`src/rtl/pcie_apb_master.sv`:
```
// APB3/APB4 initiator for single-beat PCIe endpoint requests.
// One transfer in flight, registered outputs, optional ACCESS timeout.
module pcie_apb_master #(
  parameter int          TIMEOUT_CYCLES = 255,
  parameter int          TCNT_BITS      = 8,
  parameter logic [2:0]  PPROT          = 3'b000
) (
  input  logic        i_clk,
  input  logic        i_nrst,
  input  logic        i_req_valid,
  output logic        o_req_ready,
  input  logic [31:0] i_req_addr,
  input  logic        i_req_write,
  input  logic [31:0] i_req_wdata,
  input  logic [3:0]  i_req_wstrb,
  output logic        o_resp_valid,
  input  logic        i_resp_ready,
  output logic [31:0] o_resp_rdata,
  output logic        o_resp_err,
  output logic [31:0] o_paddr,
  output logic        o_psel,
  output logic        o_penable,
  output logic        o_pwrite,
  output logic [31:0] o_pwdata,
  output logic [3:0]  o_pstrb,
  output logic [2:0]  o_pprot,
  input  logic        i_pready,
  input  logic [31:0] i_prdata,
  input  logic        i_pslverr
);

  typedef enum logic [1:0] {
    IDLE,
    SETUP,
    ACCESS,
    RESP
  } state_t;

  localparam logic TO_EN = (TIMEOUT_CYCLES != 0);
  localparam logic [TCNT_BITS-1:0] TLAST =
    TCNT_BITS'(TIMEOUT_CYCLES - 1);
  localparam logic [TCNT_BITS-1:0] TMAX = '1;

  state_t               state;
  logic [TCNT_BITS-1:0] tcnt;

  assign o_pprot = PPROT;

  always_ff @(posedge i_clk) begin
    if (!i_nrst) begin
      state        <= IDLE;
      tcnt         <= '0;
      o_req_ready  <= 1'b1;
      o_resp_valid <= 1'b0;
      o_resp_rdata <= '0;
      o_resp_err   <= 1'b0;
      o_paddr      <= '0;
      o_psel       <= 1'b0;
      o_penable    <= 1'b0;
      o_pwrite     <= 1'b0;
      o_pwdata     <= '0;
      o_pstrb      <= '0;
    end else begin
      unique case (state)
        IDLE: begin
          if (i_req_valid && o_req_ready) begin
            o_req_ready <= 1'b0;
            o_paddr     <= i_req_addr;
            o_pwrite    <= i_req_write;
            o_pwdata    <= i_req_wdata;
            o_pstrb     <= i_req_write ?
                           i_req_wstrb : 4'h0;
            // misaligned requests never reach the bus
            if (i_req_addr[1:0] != 2'b00) begin
              o_resp_valid <= 1'b1;
              o_resp_err   <= 1'b1;
              o_resp_rdata <= '0;
              state        <= RESP;
            end else begin
              o_psel <= 1'b1;
              state  <= SETUP;
            end
          end
        end
        SETUP: begin
          o_penable <= 1'b1;
          tcnt      <= '0;
          state     <= ACCESS;
        end
        ACCESS: begin
          if (i_pready) begin
            o_psel       <= 1'b0;
            o_penable    <= 1'b0;
            o_resp_valid <= 1'b1;
            o_resp_rdata <= o_pwrite ? '0 : i_prdata;
            o_resp_err   <= i_pslverr;
            state        <= RESP;
          end else if (TO_EN && tcnt == TLAST) begin
            o_psel       <= 1'b0;
            o_penable    <= 1'b0;
            o_resp_valid <= 1'b1;
            o_resp_rdata <= '0;
            o_resp_err   <= 1'b1;
            state        <= RESP;
          end else if (tcnt != TMAX) begin
            tcnt <= tcnt + 1'b1;
          end
        end
        RESP: begin
          if (i_resp_ready) begin
            o_resp_valid <= 1'b0;
            o_resp_rdata <= '0;
            o_resp_err   <= 1'b0;
            o_req_ready  <= 1'b1;
            state        <= IDLE;
          end
        end
        default: state <= IDLE;
      endcase
    end
  end

endmodule

```
`config.mk`:
```
export PLATFORM = sky130hd
export DESIGN_NAME = pcie_apb_master
export DESIGN_NICKNAME = d
export VERILOG_FILES = /design/src/rtl/pcie_apb_master.sv
export SDC_FILE = /design/constraint.sdc
export NUM_CORES = 1
export LEC_CHECK = 0
export ABC_AREA = 1
export BUFFER_PORTS_ARGS = -buffer_cell sky130_fd_sc_hd__buf_4
export CAP_MARGIN = 20
export CORE_UTILIZATION = 30
export CTS_CLUSTER_SIZE = 14
export DETAILED_ROUTE_END_ITERATION = 8
export HOLD_SLACK_MARGIN = 0.03
export PLACE_DENSITY = 0.52
export SLEW_MARGIN = 40
export SYNTH_ARGS = -nofsm -noshare
export SYNTH_HDL_FRONTEND = slang
export SYNTH_SLANG_ARGS = --single-unit
```
`constraint.sdc`:
```
create_clock -name i_clk -period 4.76 [get_ports i_clk]
set_input_delay 1.428 -clock i_clk [delete_from_list [all_inputs] [get_ports i_clk]]
set_output_delay 1.428 -clock i_clk [all_outputs]
set_load 0.1 [all_outputs]
```
==> flow_summary.yaml, run 1 <==
logic_synthesis:
  muxShareOfSynthArea_pct: 0
  netlist_instances: 683
  ys.warnings.count: 0
  synth.cell_area_um2: 4825
  synthesis.area_per_instance_um2: 7.064
  yosys.area_share.simple_pct: 27.26
  synth_top_cells_by_area: "sky130_fd_sc_hd__dfxtp_1 48%, sky130_fd_sc_hd__nand2_1 19%, sky130_fd_sc_hd__a21oi_1 9.6%, sky130_fd_sc_hd__inv_1 5.1%, sky130_fd_sc_hd__nor2_1 4.8%"
  yosys.area_share.xor_xnor_pct: 0.5446
  synth_fa_ha_area_share_pct: 1.815
  synth_cell_type_count: 25
  ys_seq_area_share_pct: 48.13
  synthesized_area_fraction_occupied_by_ao_oa_aoi_and_oai_cells_pct: 12.63
  yosys.area.top_type_share_pct: 48.13
  synth_top_family_by_area: "simple AND/OR/NAND/NOR gates"
  yosys_top_cell_by_area: "sky130_fd_sc_hd__dfxtp_1"
  synth_seq_cells: 116
routing:
  maxUsedRoutingLayer: "met4"
  wl_um: 13740
  final_antenna_net_count: 0
  drt_iter0_markers: 220
  drt-wirelength-per-cell_um: 12.46
  detail_route.drc_violations: 0
  routed_via_density: 4.373
  total_length_of_routed_met3_wires_um: 1510
  first_pass_iters: 4
  routed-via-count: 4823
  length_of_routed_met2_wiring_um: 5772
  detail_route.wirelength.met1_um: 6184
job:
  max_cap_viol_count: 0
timing:
  highest_clock_rate_ghz: 0.3789
  max_slew.worst_pin.slew_ps: 796.4
  timing.final.setup_violations: 0
  slew_viol_final: 0
  rsz0062_at_grt: "false"
  fin_setup_tns_ps: 0
  max-slew-margin-rel_pct: 46.90
  fin_worst_skew_ps: 8.270
  final-hold-violation-count: 0
  final.min_clock_period_ps: 2639
  layout_worst_path_cycle_share_pct: 55.44
setup_path:
  timing.critical_path.max_delay_family: "flip-flops"
  timing.critical_path.slowest_stage_cell: "sky130_fd_sc_hd__dfxtp_1"
  cp_cell_sequence: "buf_4"
  timing.critical_path.from_type: "register"
  cp_num_buf_inv: 1
  worst_ep_arrival_time_ps: 1210
  cp_slowest_stage_delay_ps: 450
  cp.depth: 1
  timing.reg2reg.worst_path_depth: 10
  critPathCaptureType: "output port"
  cp_max_fo: 3
  cp_data_required_time_ps: 3330
  timing_worst_setup_path_type: "register to output port"
finish:
  finish.net_count: 993
  fillerInstances: 1598
  area_growth_from_synthesis_to_layout_pct: 48.08
  layout_commonest_cell: "sky130_fd_sc_hd__nand2_1"
  drive_gt1_share_pct: 30.27
  seqCellArea_um2: 2322
  layout.cells.most_common_list: "247 x sky130_fd_sc_hd__nand2_1, 216 x sky130_fd_sc_hd__buf_4, 116 x sky130_fd_sc_hd__dfxtp_1, 93 x sky130_fd_sc_hd__a21oi_1, 63 x sky130_fd_sc_hd__inv_1"
  multi_input_area_um2: 2062
  antennaDiodeCount: 0
global_routing:
  grt_max_degree: 71
  grt.total_usage_pct: 16.91
  grt_total_ovfl: 0
  number_of_antenna_violations_at_the_first_check_in_global_routing: 0
  first_global_vias: 4482
  grt_pass1_wl_um: 21880
clock_network:
  count_of_buffers_added_by_post_cts_timing_repair_for_setup: 0
  cts_made_buffers: 17
  cts_tree: "built"
  clkSinkCount: 116
  clk-insertion-delay-late_ps: 420
  cts_resized: 0
  ctsLongestPathBuffers: 2
  ctsRootBufferMaster: "sky130_fd_sc_hd__clkbuf_16"
  cts-hold-fix-buffers: 0
  number_of_levels_in_the_clock_h_tree: 4
  clk_pin_slew_worst_paths_ps: 60
placement:
  routabilityCongestion: 0.7752
  portBuffers: 212
  dp_hpwl_um: 9559
floorplanning:
  die_width_um: 128.8
  initial_utilization_pct: 31.27
  placeableCoreArea_um2: 15430
  floorplan.die_area_um2: 16590
  rows: 45
  ios: 216
  dieHeight_um: 128.8
power:
  p_leak_nw: 3.371
  power_density_nw_per_um2: 775.7
  max-vdd-ir-drop_v: 0.0003408
  design_power_total_mw: 5.542
worst_hold_path:
  hold_depth: 2
  timing.hold.worst.class: "register to register"
status:
  outcome: "completed"
-- synthesized netlist by cell type --
master                     number
sky130_fd_sc_hd__o21bai_1       1
sky130_fd_sc_hd__o311ai_0       1
sky130_fd_sc_hd__nand3_1        8
sky130_fd_sc_hd__xor2_1         1
sky130_fd_sc_hd__ha_1           7
sky130_fd_sc_hd__o21ai_0        8
sky130_fd_sc_hd__nand2_2        1
sky130_fd_sc_hd__nor2_1        62
sky130_fd_sc_hd__or2_1          1
sky130_fd_sc_hd__inv_1         65
sky130_fd_sc_hd__nand4_1       11
sky130_fd_sc_hd__buf_2         14
sky130_fd_sc_hd__clkbuf_1      21
sky130_fd_sc_hd__xnor2_1        2
sky130_fd_sc_hd__buf_6          2
sky130_fd_sc_hd__dfxtp_1      116
sky130_fd_sc_hd__a21oi_1       93
sky130_fd_sc_hd__nand2_1      247
sky130_fd_sc_hd__inv_2          3
sky130_fd_sc_hd__a21oi_2       10
sky130_fd_sc_hd__buf_1          1
sky130_fd_sc_hd__nand4_4        1
sky130_fd_sc_hd__nor2_2         2
sky130_fd_sc_hd__conb_1         1
sky130_fd_sc_hd__buf_4          4
-- routing by layer --
metal / track usage, % / up-vias
met5: 0 / -
met4: 7.682 / 0
met3: 7.692 / 22
met2: 25.21 / 191
met1: 20.79 / 2111
li1: - / 2499
-- worst min-delay path: cells and delay by family, from the launching register on --
family                 cells  cell delay (ps)
DFF                        1              310
buffers and inverters      1               50
AOI/OAI and AO/OA          1               50
-- sequential cells by signal (all words and copies together) (netlist names) --
name,cells
o_paddr,32
o_pwdata,32
o_resp_rdata,32
tcnt,8
o_pstrb,4
state,2
o_penable,1
o_psel,1
o_pwrite,1
o_req_ready,1
o_resp_err,1
o_resp_valid,1
-- logic make-up after synthesis --
logic type / after synthesis
flops: 116
fa+ha+maj: 7
simple gates: 333
other cells: 1
xor+xnor: 3
compound gates: 113
buf+inv: 110
-- layout make-up --
cell class                 instances  share of cell area (%)
multi-input combinational        459                   28.86
tap                              211                   3.695
clock inverter                    13                   2.049
timing repair buffer             217                   22.98
sequential                       116                   32.50
clock buffer                      19                   6.340
inverter                          68                   3.573
-- per-stage QoR --
stage / cells / worst slack, ps / hold WS, ps / utilization [%] / instance area, um^2
2_1_floorplan: 685 / 2381 / 481.2 / - / 4832
6_report: 1103 / 2121 / 461.1 / 46.31 / 7144
3_3_place_gp: 1070 / 1630 / 442.5 / 42.26 / 6520
5_1_grt: 1103 / 2062 / 481.7 / 46.31 / 7144
4_1_cts: 1102 / 1981 / 457.9 / 46.15 / 7119
3_5_place_dp: 1070 / 1546 / 449.1 / 42.26 / 6520
-- power by group --
group,internal [mW],switching (mW)
Clock,0.805,0.480
Sequential,1.20,0.123
Combinational,0.662,2.28
Total,2.66,2.88
-- path summary, 6_finish.rpt --
| kind | startpoint | endpoint | slack, ps |
|---|---|---|---|
| max | o_pwrite$_SDFFE_PN0P_ | o_pwrite | 2120 |
| min | o_psel$_SDFFE_PN0P_ | o_psel$_SDFFE_PN0P_ | 460 |
| max reg2reg | state[0]$_SDFFE_PN0P_ | o_resp_rdata[24]$_SDFFE_PN0P_ | 2470 |
| min reg2reg | o_psel$_SDFFE_PN0P_ | o_psel$_SDFFE_PN0P_ | 460 |
(Power assumes the default switching activity.)
==> run 2, diff against run 1 <==
--- a/config.mk
+++ b/config.mk
@@ -5,14 +5,14 @@
 export SDC_FILE = /design/constraint.sdc
 export NUM_CORES = 1
 export LEC_CHECK = 0
-export ABC_AREA = 1
+export ABC_AREA = 0
 export BUFFER_PORTS_ARGS = -buffer_cell sky130_fd_sc_hd__buf_4
 export CAP_MARGIN = 20
 export CORE_UTILIZATION = 30
 export CTS_CLUSTER_SIZE = 14
 export DETAILED_ROUTE_END_ITERATION = 8
 export HOLD_SLACK_MARGIN = 0.03
-export PLACE_DENSITY = 0.52
+export PLACE_DENSITY = 0.53
 export SLEW_MARGIN = 40
 export SYNTH_ARGS = -nofsm -noshare
 export SYNTH_HDL_FRONTEND = slang
==> constraint.sdc (replaced) <==
create_clock -name i_clk -period 2.5 [get_ports i_clk]
set_input_delay 0.75 -clock i_clk [delete_from_list [all_inputs] [get_ports i_clk]]
set_output_delay 0.75 -clock i_clk [all_outputs]
set_load 0.1 [all_outputs]
==> run 2 against run 1 <==
Against the previous run:
- the flow now finishes with violations (design-rule violations)
- synthesized cell count down 20%
- power up 52%
- clock power increased by 94%
- highest routed layer unchanged
==> flow_summary.yaml, run 2 <==
status:
  outcome: "complete, but fails checks"
  violations: "design-rule violations"
floorplanning:
  initial_utilization_pct: 31.17
  floorplan.die_area_um2: 15770
  die_width_um: 125.6
  placeableCoreArea_um2: 14700
  dieHeight_um: 125.6
  ios: 216
  rows: 44
worst_hold_path:
  hold-path-endpoint: "o_pstrb[2]$_SDFFE_PN0P_"
  timing.hold.worst.class: "register to register"
  min_from: "o_pstrb[2]$_SDFFE_PN0P_"
  hold_depth: 2
global_routing:
  grt.total_usage_pct: 17.14
  grt_total_ovfl: 0
  grt_max_degree: 55
  first_global_vias: 4251
  number_of_antenna_violations_at_the_first_check_in_global_routing: 0
  grt_pass1_wl_um: 21210
power:
  power_density_nw_per_um2: 1217
  comb_power_share_pct: 43.4
  share_seq_of_total_power_pct: 26.9
  max-vdd-ir-drop_v: 0.0005036
  power_switching_share_pct: 44.00
  p_switching_mw: 3.701
  clockPowerShare_pct: 29.7
  p_leak_nw: 3.098
  design_power_total_mw: 8.411
  internal_power_mw: 4.710
routing:
  first_pass_iters: 7
  routed_via_density: 4.629
  detail_route.drc_violations: 14
  final_antenna_net_count: 0
  wl_um: 13330
  drt-wirelength-per-cell_um: 14.06
  drt_iter0_markers: 198
  routed-via-count: 4388
logic_synthesis:
  yosys_top_cell_by_area: "sky130_fd_sc_hd__dfxtp_1"
  ys_seq_area_share_pct: 50.68
  primary_flip_flop_cell_chosen_by_synthesis_mapping: "sky130_fd_sc_hd__dfxtp_1"
  synth_top_cells_by_area: "sky130_fd_sc_hd__dfxtp_1 51%, sky130_fd_sc_hd__nand2_1 17%, sky130_fd_sc_hd__a21oi_1 8.4%, sky130_fd_sc_hd__mux2i_1 7.4%, sky130_fd_sc_hd__clkbuf_1 2.0%"
  ys.warnings.count: 0
  synth_cell_type_count: 44
  synthesis.area_per_instance_um2: 8.361
  number_of_flops_mapped_to_enable_cells_by_yosys: 0
  netlist_instances: 548
  yosys.area.top_type_share_pct: 50.68
  synth.cell_area_um2: 4582
  async_reset_ff_share_pct: 0
  post_synth_most_frequent_cells: "210 x sky130_fd_sc_hd__nand2_1, 116 x sky130_fd_sc_hd__dfxtp_1, 77 x sky130_fd_sc_hd__a21oi_1"
  yosysMostFrequentCell: "sky130_fd_sc_hd__nand2_1"
  synth_seq_cells: 116
clock_network:
  clkSinkCount: 116
  cts_tree: "built"
  ctsRootBufferMaster: "sky130_fd_sc_hd__clkbuf_16"
  cts-hold-fix-buffers: 0
  cts_made_buffers: 17
  cts_resized: 0
  count_of_buffers_added_by_post_cts_timing_repair_for_setup: 0
  clk_pin_slew_worst_paths_ps: 50
  ctsLongestPathBuffers: 2
  clk-insertion-delay-late_ps: 410
  number_of_levels_in_the_clock_h_tree: 4
timing:
  layout_worst_path_cycle_share_pct: 83.87
  final.min_clock_period_ps: 2097
  timing.final.setup_violations: 0
  rsz0062_at_grt: "false"
  final_critical_path_setup_slack_ps: 403.2
  fin_worst_skew_ps: 3.895
  max-slew-margin-rel_pct: 61.69
  fin_setup_tns_ps: 0
  max_slew.worst_pin.slew_ps: 574.6
  final-hold-violation-count: 0
  highest_clock_rate_ghz: 0.4769
  slew_viol_final: 0
setup_path:
  cp_max_fo: 34
  cp_data_required_time_ps: 2830
  critPathCaptureType: "register"
  setup.reg_to_reg.worst_slack_ps: 400
  r2r_start: "state[0]$_SDFFE_PN0P_"
  timing.critical_path.from_type: "register"
  terminus_of_the_critical_flop_to_flop_path: "o_resp_rdata[30]$_SDFFE_PN0P_"
  timing_worst_setup_path_type: "register to register"
  timing.reg2reg.worst_path_depth: 6
  worst_ep_arrival_time_ps: 2430
finish:
  layout.cells.most_common_list: "217 x sky130_fd_sc_hd__buf_4, 210 x sky130_fd_sc_hd__nand2_1, 116 x sky130_fd_sc_hd__dfxtp_1, 77 x sky130_fd_sc_hd__a21oi_1, 34 x sky130_fd_sc_hd__mux2i_1"
  area_growth_from_synthesis_to_layout_pct: 50.82
  drive_gt1_share_pct: 34.16
  antennaDiodeCount: 0
  layout_commonest_cell: "sky130_fd_sc_hd__buf_4"
  finish.net_count: 865
  biggest_regs: "o_paddr (32), o_pwdata (32), o_resp_rdata (32)"
  fillerInstances: 1444
placement:
  portBuffers: 212
  routabilityCongestion: 0.7702
  dp_hpwl_um: 9484
  pre_cts_setup_slack_ps: 353.9
job:
  max_cap_viol_count: 0
==> run 2: cell types whose count changed in the layout (fill, tap and decap cells not counted), moves of 9 or more <==
cell                      before  now
sky130_fd_sc_hd__mux2i_1       0   34
sky130_fd_sc_hd__nand2_1     247  210
sky130_fd_sc_hd__nand4_1      11    2
sky130_fd_sc_hd__a21oi_2      10    0
sky130_fd_sc_hd__nor2_1       61    8
sky130_fd_sc_hd__inv_1        63    6
sky130_fd_sc_hd__a21oi_1      93   77
==> run 2: cell type report <==
| class | count | area (um^2) | share of cell area, % |
|---|---|---|---|
| clock buffers | 24 | 491.7 | 7.116 |
| clock inverters | 8 | 122.6 | 1.774 |
| inverters | 7 | 26.28 | 0.3802 |
| multi-input cells | 389 | 2028 | 29.35 |
| flip-flops and latches | 116 | 2322 | 33.60 |
| well taps | 184 | 230.2 | 3.332 |
| repair buffers | 220 | 1689 | 24.44 |
==> run 2: worst max-delay path by stage <==
stage | startpoint | to | slack [ps] | cells past startpoint
global route | state[0]$_SDFFE_PN0P_ | o_resp_rdata[21]$_SDFFE_PN0P_ | 220 | 6
finish | state[0]$_SDFFE_PN0P_ | o_resp_rdata[30]$_SDFFE_PN0P_ | 400 | 6
floorplan | o_req_ready$_SDFFE_PN1P_ | o_resp_rdata[0]$_SDFFE_PN0P_ | 350 | 6
CTS | state[0]$_SDFFE_PN0P_ | o_resp_rdata[21]$_SDFFE_PN0P_ | 380 | 6
detailed placement | i_pready | o_resp_rdata[30]$_SDFFE_PN0P_ | 350 | 6
global placement | i_pready | o_resp_rdata[1]$_SDFFE_PN0P_ | 410 | 6
==> run 2: cell families after synthesis <==
kind of cell | count (synthesis) | synth area share [%]
AO/OA/AOI/OAI | 98 | 12.15
XOR/XNOR | 1 | 0.1912
buffers and inverters | 45 | 5.434
flip-flops | 116 | 50.68
AND/OR/NAND/NOR | 245 | 21.87
other | 1 | 0.08184
multiplexers | 35 | 7.673
adder cells (fa/ha/maj) | 7 | 1.911
==> run 2: per-layer routing <==
metal | vias to the layer above | wire (um) | GRT usage (%)
met2 | 161 | 6121 | 27.55
met1 | 1999 | 5593 | 19.83
met5 | - | 0 | 0
li1 | 2211 | - | -
met3 | 17 | 1430 | 7.788
met4 | 0 | 185 | 6.671
==> run 2: critical path, stage by stage (launching register included) <==
cell and delay, ps:
sky130_fd_sc_hd__dfxtp_1 360, sky130_fd_sc_hd__inv_1 100, sky130_fd_sc_hd__ha_1 320, sky130_fd_sc_hd__or3_1 380, sky130_fd_sc_hd__nand4_1 90, sky130_fd_sc_hd__buf_4 470
sky130_fd_sc_hd__mux2i_1 260
==> run 2: through the flow <==
| step | util [%] | hold slack [ps] | instance area (um^2) | cells |
|---|---|---|---|---|
| 2_1_floorplan | - | 465.3 | 4589 | 550 |
| 3_5_place_dp | 42.83 | 446.6 | 6296 | 916 |
| 6_report | 47.01 | 452.7 | 6910 | 948 |
| 3_3_place_gp | 42.83 | 434.5 | 6296 | 916 |
| 5_1_grt | 47.01 | 473.9 | 6910 | 948 |
| 4_1_cts | 47.01 | 455.8 | 6910 | 948 |
==> run 2: power groups by stage <==
stage	logic (mW)	registers (mW)	clock network, mW
2_1_floorplan	1.31	3.98	0
3_3_place_gp	3.65	2.29	0
3_5_place_dp	3.68	2.30	0
4_1_cts	3.69	2.26	2.56
5_1_grt	3.85	2.29	2.63
6_report	3.65	2.26	2.50
==> run 3, diff against run 2 <==
--- a/config.mk
+++ b/config.mk
@@ -12,7 +12,7 @@
 export CTS_CLUSTER_SIZE = 14
 export DETAILED_ROUTE_END_ITERATION = 8
 export HOLD_SLACK_MARGIN = 0.03
-export PLACE_DENSITY = 0.53
+export PLACE_DENSITY = 0.55
 export SLEW_MARGIN = 40
 export SYNTH_ARGS = -nofsm -noshare
 export SYNTH_HDL_FRONTEND = slang
==> constraint.sdc (replaced) <==
create_clock -name i_clk -period 1.7 [get_ports i_clk]
set_input_delay 0.51 -clock i_clk [delete_from_list [all_inputs] [get_ports i_clk]]
set_output_delay 0.51 -clock i_clk [all_outputs]
set_load 0.1 [all_outputs]
==> run 3 against run 2 <==
Against the previous run:
- critical path depth stayed put
- sequential share of layout area is 1.6 points lower
- worst hold slack worse by 99 ps
- clock power is 40% higher
- largest cell class unchanged
- global-route usage is 0.48 points higher
- wire length is 4.5% higher
- die area stayed put
- combinational power is 76% higher
- critical path type unchanged
- clock skew is 2.4 ps higher
- the run still ends with design-rule violations left
- first-iteration DRC count is 11% lower
- via count is 3.7% higher
- core utilization is 2.7 points higher
==> flow_summary.yaml, run 3 (synthesized netlist as in run 2, its figures left out) <==
finish:
  finish.net_count: 886
  final-instance-count-excl-fill: 969
  final_design_area_no_fill_um2: 7306
  layout.core_utilization_pct: 49.70
  antennaDiodeCount: 0
  drive_gt1_share_pct: 38.85
  biggest_regs: "o_paddr (32), o_pwdata (32), o_resp_rdata (32)"
  area_growth_from_synthesis_to_layout_pct: 59.45
  layout.cells.most_common_list: "227 x sky130_fd_sc_hd__buf_4, 210 x sky130_fd_sc_hd__nand2_1, 109 x sky130_fd_sc_hd__dfxtp_1, 76 x sky130_fd_sc_hd__a21oi_1, 33 x sky130_fd_sc_hd__mux2i_1"
  layout_commonest_cell: "sky130_fd_sc_hd__buf_4"
clock_network:
  ctsLongestPathBuffers: 2
  clkSinkCount: 116
  cts_tree: "built"
  cts_made_buffers: 17
  ctsRootBufferMaster: "sky130_fd_sc_hd__clkbuf_16"
  clk-insertion-delay-late_ps: 400
  number_of_levels_in_the_clock_h_tree: 4
  clk_pin_slew_worst_paths_ps: 50
global_routing:
  grt_total_ovfl: 0
  grt.total_usage_pct: 17.62
  number_of_antenna_violations_at_the_first_check_in_global_routing: 0
  grt_max_degree: 44
  grt_pass1_wl_um: 21930
  first_global_vias: 4576
routing:
  wl_um: 13930
  drt_iter0_markers: 177
  drt-wirelength-per-cell_um: 14.37
  routed-via-count: 4551
  final_antenna_net_count: 0
  routed_via_density: 4.697
  first_pass_iters: 9
  detail_route.drc_violations: 15
setup_path:
  cp_slowest_stage_delay_ps: 540
  critPathCaptureType: "register"
  timing.critical_path.from_type: "register"
  setup.reg_to_reg.worst_slack_ps: 20
  cp_max_fo: 4
  cp_data_required_time_ps: 2040
  worst_ep_arrival_time_ps: 2010
  terminus_of_the_critical_flop_to_flop_path: "tcnt[7]$_SDFFE_PN0P_"
  timing.critical_path.max_delay_family: "simple AND/OR/NAND/NOR gates"
  timing.reg2reg.worst_path_depth: 6
  r2r_start: "state[1]$_SDFFE_PN0P_"
  timing.critical_path.slowest_stage_cell: "sky130_fd_sc_hd__or4_4"
  cp_cell_sequence: "inv_4 > ha_2 > nor2b_4 > o2111ai_4 > or4_4 > a21oi_2"
  timing_worst_setup_path_type: "register to register"
  cp_num_buf_inv: 1
worst_hold_path:
  timing.hold.worst.class: "input port to register"
  min_from: "i_req_wdata[7]"
  hold-path-endpoint: "o_pwdata[7]$_SDFFE_PN0P_"
  hold_depth: 3
timing:
  fin_worst_skew_ps: 6.306
  final-hold-violation-count: 0
  layout_worst_path_cycle_share_pct: 98.59
  rsz0062_at_grt: "true"
  final.min_clock_period_ps: 1676
  final_critical_path_setup_slack_ps: 23.96
  slew_viol_final: 0
  final.hold.worst_slack_ps: 353.8
  highest_clock_rate_ghz: 0.5966
  fin_setup_tns_ps: 0
  timing.final.setup_violations: 0
status:
  violations: "design-rule violations"
  outcome: "complete, but fails checks"
floorplanning:
  dieHeight_um: 125.6
  rows: 44
  ios: 216
  placeableCoreArea_um2: 14700
  floorplan.die_area_um2: 15770
  die_width_um: 125.6
  initial_utilization_pct: 31.17
job:
  max_cap_viol_count: 0
power:
  design_power_total_mw: 13.27
  max-vdd-ir-drop_v: 0.0008184
  power_density_nw_per_um2: 1817
  p_leak_nw: 3.259
placement:
  dp_hpwl_um: 9488
  routabilityCongestion: 0.7855
  portBuffers: 212
  place_inst: 926
  placedInstanceArea_um2: 6427
  pre_cts_setup_slack_ps: -40.54
## run 3: worst reg2reg max path: cells and delay by family, from the launching register on
kind	cells	cell delay [ps]
adder cells (fa/ha/maj)	1	180
flip-flops	1	370
AND/OR/NAND/NOR	2	740
buffers and inverters	1	70
AO/OA/AOI/OAI	2	270
## run 3: what timing repair did
item                       4_1_cts  5_1_grt
buffers inserted                 3        4
gates resized for setup          8       23
hold buffers                     0        0
pin swaps                        1        5
gates cloned                     2        3
setup endpoints to repair       33       40
## run 3: per-layer routing
layer / track usage [%] / up-vias / routed length [um]
li1: - / 2258 / -
met1: 19.70 / 2135 / 5881
met2: 29.41 / 152 / 6760
met3: 7.574 / 6 / 1180
met4: 7.030 / 0 / 106
met5: 0 / - / 0
## run 3: worst max-delay path by stage
| stage | startpoint | end | slack, ps | depth (start not counted) |
|---|---|---|---|---|
| after floorplan | state[0]$_SDFFE_PN0P_ | o_resp_rdata[0]$_SDFFE_PN0P_ | 20 | 8 |
| after global placement | i_pready | tcnt[5]$_SDFFE_PN0P_ | 10 | 5 |
| after detailed placement | state[1]$_SDFFE_PN0P_ | o_resp_rdata[14]$_SDFFE_PN0P_ | -40 | 6 |
| after CTS | state[0]$_SDFFE_PN0P_ | o_resp_rdata[14]$_SDFFE_PN0P_ | 20 | 7 |
| after global routing | state[1]$_SDFFE_PN0P_ | tcnt[7]$_SDFFE_PN0P_ | -40 | 6 |
| final | state[1]$_SDFFE_PN0P_ | tcnt[7]$_SDFFE_PN0P_ | 20 | 6 |
## run 3: power by group
part           leakage (nW)  total [mW]  switching (mW)  internal, mW
Combinational          2.03        6.41            4.30          2.11
Sequential            0.947        3.37           0.244          3.13
Clock                 0.286        3.49            1.21          2.28
Total                  3.26        13.3            5.76          7.52
## run 3: final cells by class
class / count / area, um^2
Inverter: 7 / 33.78
Timing Repair Buffer: 241 / 1997
Sequential cell: 116 / 2338
Clock buffer: 25 / 526.8
Tap cell: 184 / 230.2
Fill cell: 1412 / 7393
Clock inverter: 7 / 67.56
Multi-Input combinational cell: 389 / 2112
